## config.mk

```make
export PLATFORM = sky130hd
export DESIGN_NAME = maxnet_controller
export DESIGN_NICKNAME = d
export VERILOG_FILES = /design/src/rtl/maxnet_pkg.sv /design/src/rtl/onehot_detect.sv /design/src/rtl/maxnet_controller.sv
export SDC_FILE = /design/constraint.sdc
export NUM_CORES = 1
export LEC_CHECK = 0
export BUFFER_PORTS_ARGS = -buffer_cell sky130_fd_sc_hd__buf_2
export CAP_MARGIN = 5
export CORE_MARGIN = 5
export CORE_UTILIZATION = 55
export DETAILED_ROUTE_END_ITERATION = 8
export GPL_TIMING_DRIVEN = 0
export PLACE_DENSITY = 0.82
export SYNTH_ARGS = -nofsm -noshare
export SYNTH_HDL_FRONTEND = slang
export SYNTH_HIERARCHICAL = 1
export SYNTH_SLANG_ARGS = --single-unit
```

## constraint.sdc

```tcl
create_clock -name clk -period 2.9 [get_ports clk]
set_input_delay 0.29 -clock clk [delete_from_list [all_inputs] [get_ports clk]]
set_output_delay 0.29 -clock clk [all_outputs]
set_load 0.05 [all_outputs]
```

## src/rtl/maxnet_pkg.sv

```systemverilog
// maxnet_pkg: shared constants and state encoding for the MaxNet controller.
//   N        number of neurons (matches the datapath)
//   IDX_W    width of a neuron index, clog2(N)
//   MAX_ITER datapath passes allowed before a run times out
//   ITER_W   iteration counter width, able to hold MAX_ITER
package maxnet_pkg;

  localparam int N        = 4;
  localparam int IDX_W    = 2;
  localparam int MAX_ITER = 16;
  localparam int ITER_W   = 5;

  typedef enum logic [2:0] {
    IDLE,
    INIT,
    RUN,
    WAIT,
    CHECK,
    DONE
  } state_t;

endpackage

```

## src/rtl/onehot_detect.sv

```systemverilog
// onehot_detect: combinational classifier for the captured neuron flags.
//   flags      in  N      per-neuron nonzero flags
//   is_zero    out 1      no flag set
//   is_onehot  out 1      exactly one flag set
//   idx        out IDX_W  index of the lowest set flag (0 when none set)
module onehot_detect
  import maxnet_pkg::*;
(
  input  logic [N-1:0]     flags,
  output logic             is_zero,
  output logic             is_onehot,
  output logic [IDX_W-1:0] idx
);

  always_comb begin
    is_zero   = (flags == '0);
    // Clearing the lowest set bit leaves nothing only for a single-bit value.
    is_onehot = !is_zero && ((flags & (flags - N'(1))) == '0);
    idx       = '0;
    // Scan downward so the last hit, the lowest set bit, wins.
    for (int i = N - 1; i >= 0; i--) begin
      if (flags[i]) idx = IDX_W'(i);
    end
  end

endmodule

```

## src/rtl/maxnet_controller.sv

```systemverilog
// maxnet_controller: sequencing FSM for the 4-neuron MaxNet datapath.
// Loads the initial activations, fires datapath passes and feeds results
// back until one neuron survives, all die out, or MAX_ITER passes elapse.
//   clk          in   rising-edge clock
//   rst          in   synchronous active-high reset
//   start        in   begin a run (sampled in IDLE only)
//   dp_done      in   datapath pass complete, nz_flags valid
//   nz_flags     in   N per-neuron nonzero flags
//   sel_src      out  neuron register source: 0 = memory X, 1 = feedback
//   reg_ld       out  neuron register load enable
//   dp_start     out  one-cycle datapath start pulse
//   busy         out  high outside IDLE
//   done         out  one-cycle end-of-run pulse
//   winner       out  IDX_W index of the surviving neuron
//   winner_valid out  winner is meaningful
//   timeout      out  run ended on the iteration limit
//   iter_cnt     out  ITER_W completed passes in current/last run
module maxnet_controller
  import maxnet_pkg::*;
(
  input  logic              clk,
  input  logic              rst,
  input  logic              start,
  input  logic              dp_done,
  input  logic [N-1:0]      nz_flags,
  output logic              sel_src,
  output logic              reg_ld,
  output logic              dp_start,
  output logic              busy,
  output logic              done,
  output logic [IDX_W-1:0]  winner,
  output logic              winner_valid,
  output logic              timeout,
  output logic [ITER_W-1:0] iter_cnt
);

  state_t           state;
  logic [N-1:0]     flag_q;
  logic             is_zero;
  logic             is_onehot;
  logic [IDX_W-1:0] low_idx;

  onehot_detect u_detect (
    .flags     (flag_q),
    .is_zero   (is_zero),
    .is_onehot (is_onehot),
    .idx       (low_idx)
  );

  // Moore strobes from the registered state; the feedback load in WAIT
  // is Mealy so the neuron registers capture results in the dp_done cycle.
  assign busy     = (state != IDLE);
  assign done     = (state == DONE);
  assign dp_start = (state == RUN);
  assign reg_ld   = (state == INIT) || ((state == WAIT) && dp_done);
  assign sel_src  = (state == WAIT) && dp_done;

  always_ff @(posedge clk) begin
    if (rst) begin
      state        <= IDLE;
      flag_q       <= '0;
      iter_cnt     <= '0;
      winner       <= '0;
      winner_valid <= 1'b0;
      timeout      <= 1'b0;
    end else begin
      case (state)
        IDLE: begin
          if (start) state <= INIT;
        end
        INIT: begin
          iter_cnt     <= '0;
          winner       <= '0;
          winner_valid <= 1'b0;
          timeout      <= 1'b0;
          state        <= RUN;
        end
        RUN: begin
          state <= WAIT;
        end
        WAIT: begin
          if (dp_done) begin
            flag_q <= nz_flags;
            // Saturate so the counter can never pass the limit or wrap.
            if (iter_cnt < ITER_W'(MAX_ITER)) iter_cnt <= iter_cnt + ITER_W'(1);
            state  <= CHECK;
          end
        end
        CHECK: begin
          // A single survivor outranks the iteration limit.
          if (is_onehot) begin
            winner       <= low_idx;
            winner_valid <= 1'b1;
            state        <= DONE;
          end else if (is_zero) begin
            winner       <= '0;
            winner_valid <= 1'b0;
            state        <= DONE;
          end else if (iter_cnt == ITER_W'(MAX_ITER)) begin
            timeout      <= 1'b1;
            winner_valid <= 1'b0;
            state        <= DONE;
          end else begin
            state <= RUN;
          end
        end
        DONE: begin
          state <= IDLE;
        end
        default: state <= IDLE;
      endcase
    end
  end

endmodule

```

# Yosys cells after proc, flatten, opt, wreduce, memory -nomap -nowiden
# Index checks and enable logic that the tools add are counted.
[totals] regBits=16 inputBits=8 output_inout_bits=14
[op_classes] addsub=2 order_cmp=1 n_eq_ne=14 n_mux=24 bitwise_logic=1 reduce_logical=16
[op_table] op="two-way mux 3 bit" count=5
[op_table] op="case mux 3 bit (5 select lines)" count=1
[op_table] op="two-way mux 2 bit" count=6
[op_table] op="two-way mux 5 bit" count=2
[op_table] op="inequality test 2 bit (second input constant)" count=5
[op_table] op="case mux 5 bit (2 select lines)" count=1
[op_table] op="logical NOT 4 bit" count=2
[op_table] op="AND reduction 2 bit" count=4
[op_table] op="equality test 3 x 2 -> 1 bit (second input constant)" count=2
[op_table] op="equality test 3 bit (second input constant)" count=2
[op_table] op="two-way mux 1 bit" count=6
[op_table] op="adder 5 x 1 -> 5 bit (second input constant)" count=1
[op_table] op="equality test 5 bit (second input constant)" count=1
[op_table] op="less-than comparator 5 bit (second input constant)" count=1
[op_table] op="bitwise AND 4 bit" count=1
[op_table] op="inequality test 4 bit (second input constant)" count=1
[op_table] op="case mux 1 bit (2 select lines)" count=2
[op_table] op="case mux 2 bit (2 select lines)" count=1
[op_table] op="AND reduction 4 bit" count=1
[op_table] op="nonzero test 2 bit" count=2
[op_table] op="subtractor 4 x 1 -> 4 bit (second input constant)" count=1
[op_table] op="equality test 3 x 1 -> 1 bit (second input constant)" count=1
[op_table] op="logical NOT 3 bit" count=1
[op_table] op="inequality test 3 bit (second input constant)" count=1
[op_table] op="other kinds (6)" count=7

# Longest topological paths before layout
[depth] depth_word=6 ltp_mapped=6 mapped_depth_nobuf=6

# Hierarchy
# The synthesis kept the hierarchy.
[by_module_without_submodules] mod="maxnet_controller" instances=1 cells_each=98 area_each_um2=824.5 seq_area_each_um2=320.3
[by_module_without_submodules] mod="onehot_detect" instances=1 cells_each=11 area_each_um2=67.6 seq_area_each_um2=0.0

# Worst setup path after synthesis
# No wires, ideal clock.
[synth_path] path_type="register -> output" from="register state[1]" to="output dp_start" arrival_ns=1.732 t_required_ns=2.610 path_slack_ns=0.878 stages_incl_launch_ff=4 cell_sequence="dfxtp_1 > buf_6 > inv_2 > nor3_1"
[synth_between] elab_chain_cells=1
[synth_rtl] item="start, declared" line_no="maxnet_controller.sv:37" source="state_t state;"
[synth_rtl] item="start signal, assigned" line_no="maxnet_controller.sv:60" source="state <= IDLE;"
[synth_rtl] item="start signal, assigned" line_no="maxnet_controller.sv:69" source="if (start) state <= INIT;"
[synth_rtl] item="start signal, assigned" line_no="maxnet_controller.sv:76" source="state <= RUN;"
[synth_rtl] item="equality test 3 x 2 -> 1 bit" line_no="maxnet_controller.sv:54" source="assign dp_start = (state == RUN);"
[synth_rtl] item="end, declared" line_no="maxnet_controller.sv:28" source="output logic dp_start,"
# No other way between the ends.

# Worst setup path in the final report
# Same ends and word-level chain as after synthesis.

==> results.md <==
* CTS tree: yes
* most frequently used cell type in the post-synthesis netlist: sky130_fd_sc_hd__dfxtp_1
* total via count after detailed routing: 815
* buffer levels on the longest clock path: 2
* GR met3 Demand/Resource: 0.0414
* warning count from the yosys run: 6
* reg-to-reg setup timing slack: 1.26 ns
* final worst path period need: 1.76 ns
* initial antenna violation count: 0
* element type at the critical path end: output pin
* met2 Resource Use GR: 0.236
* final HPWL from detailed placement: 1.40 mm
* number of synthesized flops with an enable pin: 0
* Post-DRT Antenna Nets: 0
* Flop pwr share: 0.413
* overall power: 0.588 mW
* worst reg2reg path endpoint: winner[0]$_SDFFE_PP0P_
* number of synthesized register bits: 16
* 1st-iter DRT viols: 11
* Clock Root Buffer: sky130_fd_sc_hd__clkbuf_4
* worst clock skew: 0.00202 ns
* relative contribution of the clock network to total power: 0.252
* critical path type: reg -> out
* CTS Sinks: 16
* Max Clk Rate: 568 MHz
* Die Outline Area: 2530 sq um
* Inserted Diodes: 0
* Critical Path Start Type: flop
* final hold violation count: 0
* std cell rows: 14
* total wire length after detailed routing: 1.81 mm
* fraction of synthesized cell area in xor and xnor cells: 0.0295
* GR Util met1: 0.210
* number of max-cap violations: 0
* average cell area after synthesis: 8.18 sq um
* final setup violating endpoints: 0
* Horiz. Die Dim: 50.3 um
* depth of the CTS H-tree: 1
* Net Count, Synth: 119
* largest net degree at the start of global routing: 11
* hold path start: nz_flags[2]
* DRC violation count after routing: 0
* FF-to-FF Start: flag_q[1]$_SDFFE_PP0P_
* post-cts resize count: 0
* Hold WC Path Type: in -> reg
* P&R area growth vs syn: 18.1%
* max_slew headroom: 0.704
* synth unique cells: 38
* critical path data arrival time: 1.47 ns
* complex-gate fraction of the synthesized area: 0.213
* CP Max Fanout: 10
* core outline area: 1520 sq um
* average vias per placed instance: 5.43
* total of hold buffers inserted after clock tree synthesis: 0
* combined global-route utilization of all metal layers: 0.159
* unrepaired setup endpoints after global routing: no
* Num CTS Buffers: 3
* net switching power: 0.213 mW
* top cell type's share of synthesized area: 0.359
* clock latency reported for the late side of the worst-skew pair: 0.29 ns
* top-level port count: 22
* data required time at the worst endpoint: 2.61 ns
* number of buffers added for setup after CTS: 0
* multiplexer area fraction after synthesis: 0.0126
* share of total power consumed by net switching: 0.363
* internal power summed over all cells: 0.375 mW
* wire length of the first global-routing pass: 3.14 mm
* P_leak: 0.481 nW
* Tcrit/Tclk final: 0.607
* Max Slew Vio Count: 0
* height of the die: 50.3 um
* length in cells of the worst reg-to-reg path: 6
* Adder-Cell Fraction of Synth Area: 0.0281
* slew at the pin closest to its max-slew limit: 0.443 ns
* Synth Area in Simple Gates: 0.290
* synthesized instance count: 109
* WHS Path Cells: 3
* post-layout net count: 145
* post-synth top area cell: sky130_fd_sc_hd__dfxtp_1
* share of async-settable or async-resettable flops after synthesis: 0
* clock transition at the registers of the reported paths: 0.09 ns
* fraction of layout cells with a size suffix above 1: 0.299
* number of port buffers: 21
* number of global-route vias before repair: 720
* IR Drop Worst-Case VDD: 379 uV
* origin of the worst setup path: state[1]$_SDFFE_PP0P_
* starting density of the core: 0.585
* largest family of logic cells by synthesized area: simple AND/OR/NAND/NOR gates
* leading post-synthesis cells by instance count: sky130_fd_sc_hd__dfxtp_1 (16), sky130_fd_sc_hd__nor2_1 (14), sky130_fd_sc_hd__a21oi_1 (12), sky130_fd_sc_hd__nand2_1 (12), sky130_fd_sc_hd__inv_1 (6)
* destination of the worst hold path: flag_q[2]$_SDFFE_PP0P_
* main area contributors after synthesis: sky130_fd_sc_hd__dfxtp_1 (36%), sky130_fd_sc_hd__a21oi_1 (6.7%), sky130_fd_sc_hd__nor2_1 (5.9%), sky130_fd_sc_hd__nand2_1 (5.0%), sky130_fd_sc_hd__a211oi_2 (2.8%)
* most used flip-flop cell after synthesis: sky130_fd_sc_hd__dfxtp_1
* most utilized layer in the global route result: met2
* TNS Setup: 0 ns
* outcome: completed
* total power per unit cell area: 558 nW/um^2
* portion of total power attributed to combinational logic: 0.335
* Remaining Overflow, GRT: 0
* Cell Area, Synth: 892 sq um
* last weighted congestion value of the routability-driven placer: 0.828
* share of synthesized area occupied by flip-flops and latches: 0.359
* Detailed Routing Iterations Pass 1: 4
* wire per inst: 12.1 um
==> state kept, by name, summed over array words and instances, names as in the netlist <==
| register | cells |
|---|---|
| iter_cnt | 5 |
| flag_q | 4 |
| state | 3 |
| winner | 2 |
| timeout | 1 |
| winner_valid | 1 |
==> critical path, stage by stage, from the launching register on <==
cell	delay (ns)
sky130_fd_sc_hd__dfxtp_1	0.49
sky130_fd_sc_hd__buf_6	0.19
sky130_fd_sc_hd__inv_2	0.05
sky130_fd_sc_hd__nor3_1	0.15
sky130_fd_sc_hd__buf_2	0.29
==> final cells by class <==
class | count | area [sq um]
Inverter | 8 | 30.0
Multi-Input combinational cell | 81 | 512
Clock buffer | 4 | 36.3
Timing Repair Buffer | 21 | 105
Fill cell | 127 | 470
Tap cell | 16 | 20.0
Sequential cell | 16 | 320
Buffer | 4 | 30.0
==> cells in the final DEF, fill, tap and decap left out, drive strengths merged <==
| master | synthesis | layout |
|---|---|---|
| nand3b | 1 | 1 |
| inv | 8 | 8 |
| o22ai | 1 | 1 |
| nor3 | 5 | 5 |
| a31oi | 2 | 2 |
| nand3 | 1 | 1 |
| o21bai | 1 | 1 |
| buf | 3 | 24 |
| a21o | 1 | 1 |
| and4bb | 1 | 1 |
| nand2b | 5 | 5 |
| and3 | 1 | 1 |
| nand2 | 12 | 12 |
| a22o | 2 | 2 |
| xnor2 | 2 | 2 |
| dfxtp | 16 | 16 |
| a21oi | 12 | 12 |
| a221o | 1 | 1 |
| nand4b | 1 | 1 |
| xor2 | 1 | 1 |
| nor2 | 15 | 15 |
| nor4 | 1 | 1 |
| o21ai | 4 | 4 |
| a22oi | 2 | 2 |
| mux2 | 1 | 1 |
| nor4b | 1 | 1 |
| ha | 2 | 2 |
| a211oi | 2 | 2 |
| o211ai | 1 | 1 |
| nor2b | 1 | 1 |
| clkbuf | 1 | 5 |
| nor3b | 1 | 1 |
==> kinds of logic (layout without fill, tap and decap cells) <==
logic type / after synthesis / count (layout)
mux: 1 / 1
simple gates: 46 / 46
buf+inv: 12 / 37
fa+ha+maj: 2 / 2
flops: 16 / 16
xor+xnor: 3 / 3
compound gates: 29 / 29
==> power by group through the flow <==
stage | combinational (mW) | clock (mW) | sequential [mW]
2_1_floorplan | 0.156 | 0 | 0.249
3_3_place_gp | 0.193 | 0 | 0.248
3_5_place_dp | 0.196 | 0 | 0.248
4_1_cts | 0.197 | 0.154 | 0.243
5_1_grt | 0.217 | 0.162 | 0.244
6_report | 0.197 | 0.148 | 0.243
==> metrics by stage <==
step                worst slack [ns]  instances   util  area [sq um]  hold WS [ns]
finish                          1.14        150  0.691          1050         0.230
global route                    1.03        150  0.691          1050         0.225
CTS                             1.13        150  0.691          1050         0.215
detailed placement              1.26        146  0.667          1020         0.464
global placement                1.29        146  0.667          1020         0.459
floorplan                      0.878        109      -           892         0.426
==> worst max-delay path by stage <==
stage | to | slack (ns) | depth (start not counted)
5_1_grt | dp_start | 1.03 | 4
4_1_cts | dp_start | 1.13 | 4
6_report | dp_start | 1.14 | 4
3_3_place_gp | winner[1]$_SDFFE_PP0P_ | 1.29 | 6
3_5_place_dp | winner[1]$_SDFFE_PP0P_ | 1.26 | 6
2_1_floorplan | dp_start | 0.88 | 3
==> routing by layer <==
metal	wire length, um	up-vias	share of wire
li1	-	430	-
met5	0	-	0
met2	795	17	0.44
met1	874	363	0.48
met3	106	5	0.059
met4	34	0	0.019
Note: power is estimated with default switching activity, not from simulation.
